[src/rtl/bk_mem_pkg.sv]
// Shared types and helpers for the shared-SRAM arbiter: FSM states, PHY command
// bundle, byte-lane encodings and CPU-to-SRAM word address mapping.
package bk_mem_pkg;

    typedef enum logic [2:0] {
        ST_IDLE  = 3'd0,
        ST_VRD   = 3'd1,
        ST_CRD   = 3'd2,
        ST_CWR   = 3'd3,
        ST_CHOLD = 3'd4
    } mem_state_t;

    // One-hot access command for the pin stage; at most one of vrd/crd/cwr is set.
    typedef struct packed {
        logic vrd;
        logic crd;
        logic cwr;
        logic we;
    } phy_cmd_t;

    // Lane enables as {ub_n, lb_n}
    localparam logic [1:0] LANE_BOTH = 2'b00;
    localparam logic [1:0] LANE_HI   = 2'b01;
    localparam logic [1:0] LANE_LO   = 2'b10;
    localparam logic [1:0] LANE_NONE = 2'b11;

    function automatic logic [31:0] cpu_word_addr(input logic [14:0] word,
                                                  input int unsigned base);
        return (base << 15) | {17'b0, word};
    endfunction

endpackage

[src/rtl/bk_sram_phy.sv]
// SRAM pin register stage: every pin is a flop loaded from the arbiter's
// one-hot command for the coming clock, so pins never see input glitches.
module bk_sram_phy
    import bk_mem_pkg::*;
#(
    parameter int unsigned AW = 17
) (
    input  logic          clk,
    input  logic          reset,
    input  phy_cmd_t      i_cmd,
    input  logic [AW-1:0] i_vid_a,
    input  logic [AW-1:0] i_cpu_a,
    input  logic          i_byte,
    input  logic          i_lane_sel,
    input  logic [15:0]   i_wdata,
    output logic [AW-1:0] o_sram_a,
    output logic [15:0]   o_sram_dq_o,
    output logic          o_sram_dq_oe,
    output logic          o_sram_we_n,
    output logic          o_sram_oe_n,
    output logic          o_sram_ub_n,
    output logic          o_sram_lb_n
);

    logic [1:0] w_wr_lanes;

    // Odd byte address lives in the upper lane
    always_comb begin
        w_wr_lanes = LANE_BOTH;
        if (i_byte) begin
            w_wr_lanes = i_lane_sel ? LANE_HI : LANE_LO;
        end
    end

    always_ff @(posedge clk) begin
        if (reset) begin
            o_sram_a                   <= '0;
            o_sram_dq_o                <= '0;
            o_sram_dq_oe               <= 1'b0;
            o_sram_we_n                <= 1'b1;
            o_sram_oe_n                <= 1'b1;
            {o_sram_ub_n, o_sram_lb_n} <= LANE_NONE;
        end else begin
            o_sram_dq_oe <= i_cmd.cwr;
            o_sram_we_n  <= ~(i_cmd.cwr & i_cmd.we);
            o_sram_oe_n  <= ~(i_cmd.vrd | i_cmd.crd);
            if (i_cmd.vrd) begin
                o_sram_a                   <= i_vid_a;
                {o_sram_ub_n, o_sram_lb_n} <= LANE_BOTH;
            end else if (i_cmd.crd) begin
                o_sram_a                   <= i_cpu_a;
                {o_sram_ub_n, o_sram_lb_n} <= LANE_BOTH;
            end else if (i_cmd.cwr) begin
                o_sram_a                   <= i_cpu_a;
                o_sram_dq_o                <= i_wdata;
                {o_sram_ub_n, o_sram_lb_n} <= w_wr_lanes;
            end else begin
                {o_sram_ub_n, o_sram_lb_n} <= LANE_NONE;
            end
        end
    end

endmodule

[src/rtl/bk_mem_arbiter.sv]
// Shared asynchronous SRAM arbiter: video scan-out has grant priority over the
// CPU bus; each grant runs a fixed ACC_CYC-clock SRAM cycle to completion.
module bk_mem_arbiter
    import bk_mem_pkg::*;
#(
    parameter int unsigned AW       = 17,
    parameter int unsigned ACC_CYC  = 2,
    parameter int unsigned CPU_BASE = 0
) (
    input  logic          clk,
    input  logic          reset,
    input  logic          cpu_rd,
    input  logic          cpu_wt,
    input  logic [15:0]   cpu_adr,
    input  logic          cpu_byte,
    input  logic [15:0]   cpu_data_i,
    output logic [15:0]   cpu_data_o,
    output logic          cpu_reply,
    input  logic          vid_req,
    input  logic [AW-1:0] vid_addr,
    output logic          vid_ack,
    output logic [15:0]   vid_data,
    output logic [AW-1:0] sram_a,
    output logic [15:0]   sram_dq_o,
    output logic          sram_dq_oe,
    input  logic [15:0]   sram_dq_i,
    output logic          sram_we_n,
    output logic          sram_oe_n,
    output logic          sram_ub_n,
    output logic          sram_lb_n
);

    localparam logic [2:0] ACC_N = 3'(ACC_CYC);

    mem_state_t    r_state, w_state_next, w_arb_state;
    logic [2:0]    r_cnt;
    logic          r_vid_pend;
    logic [AW-1:0] r_vid_addr;
    logic [AW-1:0] w_vid_a, w_cpu_a;
    logic          w_strobe, w_cpu_unserved, w_vid_cand, w_done;
    logic          w_enter, w_vid_done, w_crd_done, w_reply_next;
    phy_cmd_t      w_cmd;

    assign w_strobe = cpu_rd | cpu_wt;
    assign w_done   = (r_cnt == ACC_N);
    assign w_vid_a  = vid_req ? vid_addr : r_vid_addr;
    assign w_cpu_a  = AW'(cpu_word_addr(cpu_adr[15:1], CPU_BASE));

    // Arbitration at the end of VRD only counts a request arriving now: the
    // pending flag is being consumed by the cycle that just finished.
    assign w_vid_cand     = (r_state == ST_VRD) ? vid_req : (r_vid_pend | vid_req);
    assign w_cpu_unserved = w_strobe & ~cpu_reply & (r_state != ST_CHOLD);

    always_comb begin
        w_arb_state = ST_IDLE;
        if (w_vid_cand) begin
            w_arb_state = ST_VRD;
        end else if (w_cpu_unserved) begin
            w_arb_state = cpu_wt ? ST_CWR : ST_CRD;
        end
    end

    always_comb begin
        w_state_next = r_state;
        w_enter      = 1'b0;
        w_vid_done   = 1'b0;
        w_crd_done   = 1'b0;
        w_reply_next = cpu_reply;
        unique case (r_state)
            ST_IDLE: begin
                w_state_next = w_arb_state;
                w_enter      = (w_arb_state != ST_IDLE);
            end
            ST_VRD: begin
                if (w_done) begin
                    w_vid_done   = 1'b1;
                    w_state_next = w_arb_state;
                    w_enter      = (w_arb_state != ST_IDLE);
                end
            end
            ST_CRD, ST_CWR: begin
                if (w_done) begin
                    w_crd_done   = (r_state == ST_CRD);
                    w_state_next = w_strobe ? ST_CHOLD : ST_IDLE;
                    w_reply_next = w_strobe;
                end
            end
            ST_CHOLD: begin
                if (!w_strobe) begin
                    w_state_next = ST_IDLE;
                    w_reply_next = 1'b0;
                end
            end
            default: begin
                w_state_next = ST_IDLE;
                w_reply_next = 1'b0;
            end
        endcase
    end

    // Write strobe is low for clocks 1..ACC_CYC-1, and always on the entry clock
    always_comb begin
        w_cmd     = '0;
        w_cmd.vrd = (w_state_next == ST_VRD);
        w_cmd.crd = (w_state_next == ST_CRD);
        w_cmd.cwr = (w_state_next == ST_CWR);
        w_cmd.we  = w_cmd.cwr & (w_enter | (({1'b0, r_cnt} + 4'd1) < {1'b0, ACC_N}));
    end

    always_ff @(posedge clk) begin
        if (reset) begin
            r_state    <= ST_IDLE;
            r_cnt      <= '0;
            r_vid_pend <= 1'b0;
            r_vid_addr <= '0;
            cpu_reply  <= 1'b0;
            cpu_data_o <= '0;
            vid_ack    <= 1'b0;
            vid_data   <= '0;
        end else begin
            r_state   <= w_state_next;
            cpu_reply <= w_reply_next;
            vid_ack   <= w_vid_done;
            if (w_enter) begin
                r_cnt <= 3'd1;
            end else if (r_state == ST_VRD || r_state == ST_CRD || r_state == ST_CWR) begin
                r_cnt <= r_cnt + 3'd1;
            end
            if (w_vid_done) begin
                r_vid_pend <= 1'b0;
            end else if (vid_req) begin
                r_vid_pend <= 1'b1;
            end
            if (vid_req) begin
                r_vid_addr <= vid_addr;
            end
            if (w_vid_done) begin
                vid_data <= sram_dq_i;
            end
            if (w_crd_done) begin
                cpu_data_o <= sram_dq_i;
            end
        end
    end

    bk_sram_phy #(
        .AW(AW)
    ) u_phy (
        .clk          (clk),
        .reset        (reset),
        .i_cmd        (w_cmd),
        .i_vid_a      (w_vid_a),
        .i_cpu_a      (w_cpu_a),
        .i_byte       (cpu_byte),
        .i_lane_sel   (cpu_adr[0]),
        .i_wdata      (cpu_data_i),
        .o_sram_a     (sram_a),
        .o_sram_dq_o  (sram_dq_o),
        .o_sram_dq_oe (sram_dq_oe),
        .o_sram_we_n  (sram_we_n),
        .o_sram_oe_n  (sram_oe_n),
        .o_sram_ub_n  (sram_ub_n),
        .o_sram_lb_n  (sram_lb_n)
    );

endmodule

[config.mk]
export PLATFORM = sky130hd
export DESIGN_NAME = bk_mem_arbiter
export DESIGN_NICKNAME = d
export VERILOG_FILES = /design/src/rtl/bk_mem_pkg.sv /design/src/rtl/bk_sram_phy.sv /design/src/rtl/bk_mem_arbiter.sv
export SDC_FILE = /design/constraint.sdc
export NUM_CORES = 1
export LEC_CHECK = 0
export ABC_AREA = 1
export CORE_MARGIN = 2
export CORE_UTILIZATION = 35
export DETAILED_ROUTE_END_ITERATION = 8
export DONT_BUFFER_PORTS = 1
export RECOVER_POWER = 25
export SYNTH_ARGS = -nofsm -noshare
export SYNTH_HDL_FRONTEND = slang
export SYNTH_SLANG_ARGS = --single-unit
[constraint.sdc]
create_clock -name clk -period 1.77 [get_ports clk]
set_input_delay 0.354 -clock clk [delete_from_list [all_inputs] [get_ports clk]]
set_output_delay 0.354 -clock clk [all_outputs]
set_load 0.005 [all_outputs]
* Word-level counts from Yosys, hierarchy flattened
Cells that the tools add are included.
Widths: inputs -> output; s select.
** Word-level totals
- Output and inout port bits :: 72
- Flip-flop bits (word level) :: 96
- Input bits :: 71
- Logic and storage cells :: 88
** Cells by class
- Reduce and logical (&&, ||, !) cells :: 12
- Bitwise gates (word level) :: 14
- $add $sub $neg :: 2
- Order comparisons :: 1
- Equal/unequal tests :: 11
- Mux-type cells :: 32
** Operators by type and width (count)
- $mux 17 :: 4
- $mux 1 :: 17
- $eq 3x2->1 const B :: 5
- $mux 3 :: 4
- $pmux 3 s4 :: 1
- $mux 2 :: 4
- $reduce_or 2->1 :: 4
- $eq 3x1->1 const B :: 2
- $not 1->1 :: 6
- $reduce_and 3->1 :: 2
- $reduce_bool 3->1 :: 2
- $add 3x1->4 const B :: 1
- $and 1x1->1 :: 4
- $lt 4x2->1 const B :: 1
- $ne 2x2->1 const B :: 2
- $or 1x1->1 :: 4
- $add 3x1->3 const B :: 1
- $eq 3x3->1 const B :: 1
- $logic_not 3->1 :: 1
- $ne 3x3->1 const B :: 1
- $pmux 1 s3 :: 1
- $logic_or 1x1->1 :: 2
- $pmux 1 s2 :: 1
- $reduce_bool 2->1 :: 1

* Longest topological paths before layout
- Depth after elaboration :: 12
- Mapped depth :: 13
- Mapped depth without buffers :: 12

* Hierarchy
Synthesis repeated with hierarchy kept, for this count alone.
** Second synthesis, totals
- Cell total of the unflattened synthesis :: 593
- Area, all modules :: 4224.1 um^2
** Modules (own cells, without submodules)
- bk_mem_arbiter :: instances 1, area each 2293.4 um^2, cells an instance 306, seq. area each 1161.1 um^2
- bk_sram_phy :: instances 1, area each 1930.6 um^2, cells an instance 287, seq. area each 760.7 um^2

* Worst setup path after synthesis
OpenSTA, ideal clock, no wires.
- Kind :: reg2reg
- From :: register r_cnt[0]
- To :: register u_phy.o_sram_lb_n
- Path buffers :: 1
- Cell stages (with the launch flop) :: 13
- Period minus slack after synthesis :: 1.672 ns
- Setup time :: 0.125 ns
- Path slack :: 0.098 ns
- Arrival :: 1.547 ns
- Data required time :: 1.645 ns
- Cell sequence :: dfxtp_1 -> inv_1 -> ha_1 -> nand2_1 -> inv_2 -> nor2_1 -> nand2_1 -> a21boi_1 -> buf_2 -> nor2_1 -> inv_2 -> nand2_1 -> nand2_1
** On the way
- Word-level cells in the longest chain between the ends :: 7
- Elaborated cells between the ends (all ways) :: 10
- Classes of those cells :: eq/ne (4); mux (6)
** Ends and longest elaborated chain
- start, declared :: RTL line bk_mem_arbiter.sv:36 : logic [2:0] r_cnt;
- start signal, assigned :: RTL line bk_mem_arbiter.sv:127 : r_cnt <= r_cnt + 3'd1;
- $eq 3x2->1 (*) :: RTL line bk_mem_arbiter.sv:45 : assign w_done = (r_cnt == ACC_N);
- $mux 3, on equally long branches :: RTL line bk_mem_arbiter.sv:82, bk_mem_arbiter.sv:75
- $pmux 3 s4 (*) :: RTL line bk_mem_arbiter.sv:69 : unique case (r_state)
- $eq 3x2->1 :: RTL line bk_mem_arbiter.sv:106 : w_cmd.cwr = (w_state_next == ST_CWR);
- $mux 1 :: RTL line bk_sram_phy.sv:53 : end else if (i_cmd.cwr) begin
- $mux 1 :: RTL line bk_sram_phy.sv:50 : end else if (i_cmd.crd) begin
- $mux 1 (*) :: RTL line bk_sram_phy.sv:47 : if (i_cmd.vrd) begin
- end signal, assigned :: RTL line bk_sram_phy.sv:56 : {o_sram_ub_n, o_sram_lb_n} <= w_wr_lanes;
- end, declared :: RTL line bk_sram_phy.sv:22 : output logic o_sram_lb_n
Mark *: on every way between the ends. The rest lies on a longest branch, timed or not.
A chain may end at the register's enable or synchronous reset.

* Worst setup path in the final report
- From :: register r_cnt[0]
- To :: register u_phy.o_sram_dq_o[5]
** On the way
- Word-level cells in the longest chain between the ends :: 6
- Elaborated cells between the ends (all ways) :: 10
- Classes of those cells :: eq/ne (4); mux (3); bitwise (2); reduce/logical (1)
** Ends and longest elaborated chain
- $eq 3x2->1 (*) :: RTL line bk_mem_arbiter.sv:45
- $mux 3, on equally long branches :: RTL line bk_mem_arbiter.sv:82, bk_mem_arbiter.sv:75
- $pmux 3 s4 (*) :: RTL line bk_mem_arbiter.sv:69
- $eq 3x1->1 or $eq 3x2->1 (tied branches) :: RTL line bk_mem_arbiter.sv:104, bk_mem_arbiter.sv:105
- $not 1->1 (no source line)
- $reduce_and 3->1 (no source line) (*)
- end signal, assigned :: RTL line bk_sram_phy.sv:55 : o_sram_dq_o <= i_wdata;
- end, declared :: RTL line bk_sram_phy.sv:17 : output logic [15:0] o_sram_dq_o,
Marks and branches as above.

==> reports/metrics.csv <==
stage;metric;value;unit
placement;portBuffers;0;
synthesis;yosysSeqAreaShare;50.31;%
sta;fin_skew;0.005547;ns
detailed_routing;drt_iter0_markers;215;
sta;setup_violations;0;
layout;antenna_cells;0;
sta;max_clock_freq;0.6083;GHz
hold_path;hold_class;in -> reg;
synthesis;ys_ff_latch;96;
worst_setup_path;critical_path_required;2.03;ns
floorplan;start_util;35.55;%
clocking;insertion_delay;0.36;ns
worst_setup_path;crit_type;reg -> reg;
floorplan;die_y;108.5;um
worst_setup_path;crit_fanout;18;
global_route;gr-total-overflow;0;
worst_setup_path;crit_chain;inv_2 > ha_1 > nand2_2 > nand2_1 > nand2_2 > nor2_4 > nand2_2 > o21ai_4 > nand2_8 > o21ai_0 > nor2_1;
clocking;htreeDepth;3;
placement;post-place-cells;628;
run_status;status;completed;
clocking;clk_path_buf_depth;2;
detailed_routing;via_per_inst;4.775;
global_route;grt_max_degree;34;
layout;ff_latch_area;1924;sq um
clocking;cts_tree;yes;
layout;n_fill_cell;1120;
layout;stdcell_area;4268;sq um
worst_setup_path;start_kind;register;
worst_setup_path;path_common_cell;nand2_2;
sta;relSlewSlack;60.47;%
layout;final_nets;572;
sta;hold_ws;0.05143;ns
pwr;vdd_ir_drop_max;0.3863;mV
floorplan;rows;38;
sta;worstMarginPinSlew;0.5929;ns
placement;dpl_cell_area;4020;sq um
detailed_routing;route.detailed.drc;0;
detailed_routing;drt_wl_total;9.000;mm
detailed_routing;vias;3075;
clocking;cts_root_buffer;clkbuf_8;
sta;hold_violations;0;
floorplan;io_pins;143;
worst_setup_path;endpoint_kind;register;
placement;gp_congestion;0.7677;
pwr;p_leak;1.914;nW
floorplan;die_w;108.5;um
pwr;power_density;1131;nW/um^2
synthesis;synth_area;3820;sq um
synthesis;avgSynthCellArea;7.609;sq um
layout;final_cell_mix;dfxtp_1 (94), nor2_1 (72), nand3_1 (65), nand2_1 (62), o21ai_0 (53);
global_route;grt_pass1_wl;14.30;mm
placement;hpwl;6.474;mm
layout;multi_input_area;1602;sq um
clocking;clock-sinks;96;
worst_setup_path;critical_path_arrival;1.90;ns
clocking;clk_pin_slew;0.09;ns
synthesis;netlist_instances;502;
layout;drive_above_1_share;13.49;%
floorplan;core_area;10750;sq um
sta;min_period_over_period;92.88;%
global_route;grt_pass1_vias;2973;
worst_setup_path;crit_slowest_cell;dfxtp_2;
worst_setup_path;cpPeakStageDelay;0.34;ns
detailed_routing;first_pass_iters;5;
layout;fin_cells;644;
global_route;grt_use_total;15.40;%
synthesis;synth_cell_types;33;
synthesis;yosys_warnings;0;
sta;min_period;1.644;ns
job;maxCapViolations;0;
detailed_routing;postRouteAntennaNets;0;
floorplan;dieArea;11770;sq um
clocking;cts_made_buffers;9;
global_route;antenna_found_initial;0;
sta;drv_slew;0;
synthesis;syn_nets;575;
layout;area_growth;11.73;%
detailed_routing;wl_per_cell;13.98;um
layout;final_common_cell;dfxtp_1;
## synthesized netlist by cell type (all sizes together)
cell type	number	share of area (%)
nor3	1	0.26
a21boi	1	0.20
a21oi	16	2.4
o31ai	1	0.20
xor2	1	0.23
and3	1	0.16
buf	13	2.0
inv	57	5.7
ha	2	0.65
xnor2	1	0.23
or2	16	2.6
nand3	66	8.8
a211oi	1	0.20
nand2	71	7.4
clkbuf	13	1.3
o21ai	67	9.1
dfxtp	96	50
nor2	78	8.3
## where the power goes
group	switching [W]	internal, W	total [W]
registers	0.000141	0.00237	0.00251
logic	0.000590	0.000371	0.000961
clock network	0.000759	0.000598	0.00136
## timing repair
item	CTS	global route
resized for setup	6	19
pin swaps	0	1
endpoints found under the setup margin	15	46
buffers inserted	0	0
hold buffers	0	0
## per-stage QoR
stage / setup WS [ns] / total power (W) / util [%] / setup TNS (ns)
2_1_floorplan: 0.09801 / 0.003227 / - / 0
3_3_place_gp: 0.02386 / 0.003431 / 37.41 / 0
3_5_place_dp: -0.05301 / 0.003454 / 37.41 / -0.1094
4_1_cts: 0.006843 / 0.004853 / 39.37 / 0
5_1_grt: -0.0002884 / 0.005115 / 39.72 / -0.0002884
6_report: 0.1261 / 0.004826 / 39.72 / 0
## path summary, 6_finish.rpt
kind | from | to | slack (ns) | cells after the start
setup / recovery | r_cnt[0] | u_phy.o_sram_dq_o[5] | 0.13 | 11
hold reg to reg | vid_data[5] | vid_data[5] | 0.50 | 2
setup reg to reg | r_cnt[0] | u_phy.o_sram_dq_o[5] | 0.13 | 11
hold / removal | reset | r_state[2] | 0.05 | 1
## flip-flops by register name (all words and copies together), names as in the netlist
| signal | flops |
|---|---|
| cpu_data_o | 16 |
| vid_data | 16 |
| r_vid_addr | 17 |
| r_vid_pend | 1 |
| u_phy.o_sram_oe_n | 1 |
| u_phy.o_sram_dq_o | 16 |
| u_phy.o_sram_a | 17 |
| r_state | 3 |
| cpu_reply | 1 |
| u_phy.o_sram_dq_oe | 1 |
| vid_ack | 1 |
| u_phy.o_sram_we_n | 1 |
| r_cnt | 3 |
| u_phy.o_sram_ub_n | 1 |
| u_phy.o_sram_lb_n | 1 |
## kinds of logic after synthesis
| logic type | Yosys count | synth area share, % |
|---|---|---|
| XOR/XNOR | 2 | 0.4586 |
| adder cells (fa/ha/maj) | 2 | 0.6550 |
| flip-flops | 96 | 50.31 |
| buffers and inverters | 83 | 9.008 |
| AND/OR/NAND/NOR | 233 | 27.51 |
| AO/OA/AOI/OAI | 86 | 12.05 |
## routing by layer
layer  track usage, %  share of wire, %
met5                0                 0
met4            5.495               1.3
met3            6.389                10
met2            25.18                45
met1            18.10                43
## cell type report
cell class                      count  share of cell area (%)
Inverter                           57                   5.306
Timing Repair Buffer               12                   3.665
Tap cell                          140                   4.104
Clock inverter                      3                  0.5863
Multi-Input combinational cell    323                   37.53
Clock buffer                       13                   3.723
Sequential cell                    96                   45.09
## worst max-delay path: cells and delay by family, from the launching register on
family / cells / cell delay, ns
fa+ha+maj: 1 / 0.15
simple gates: 7 / 0.68
flops: 1 / 0.34
compound gates: 2 / 0.30
buf+inv: 1 / 0.06
Note: power is estimated with default switching activity, not from simulation.
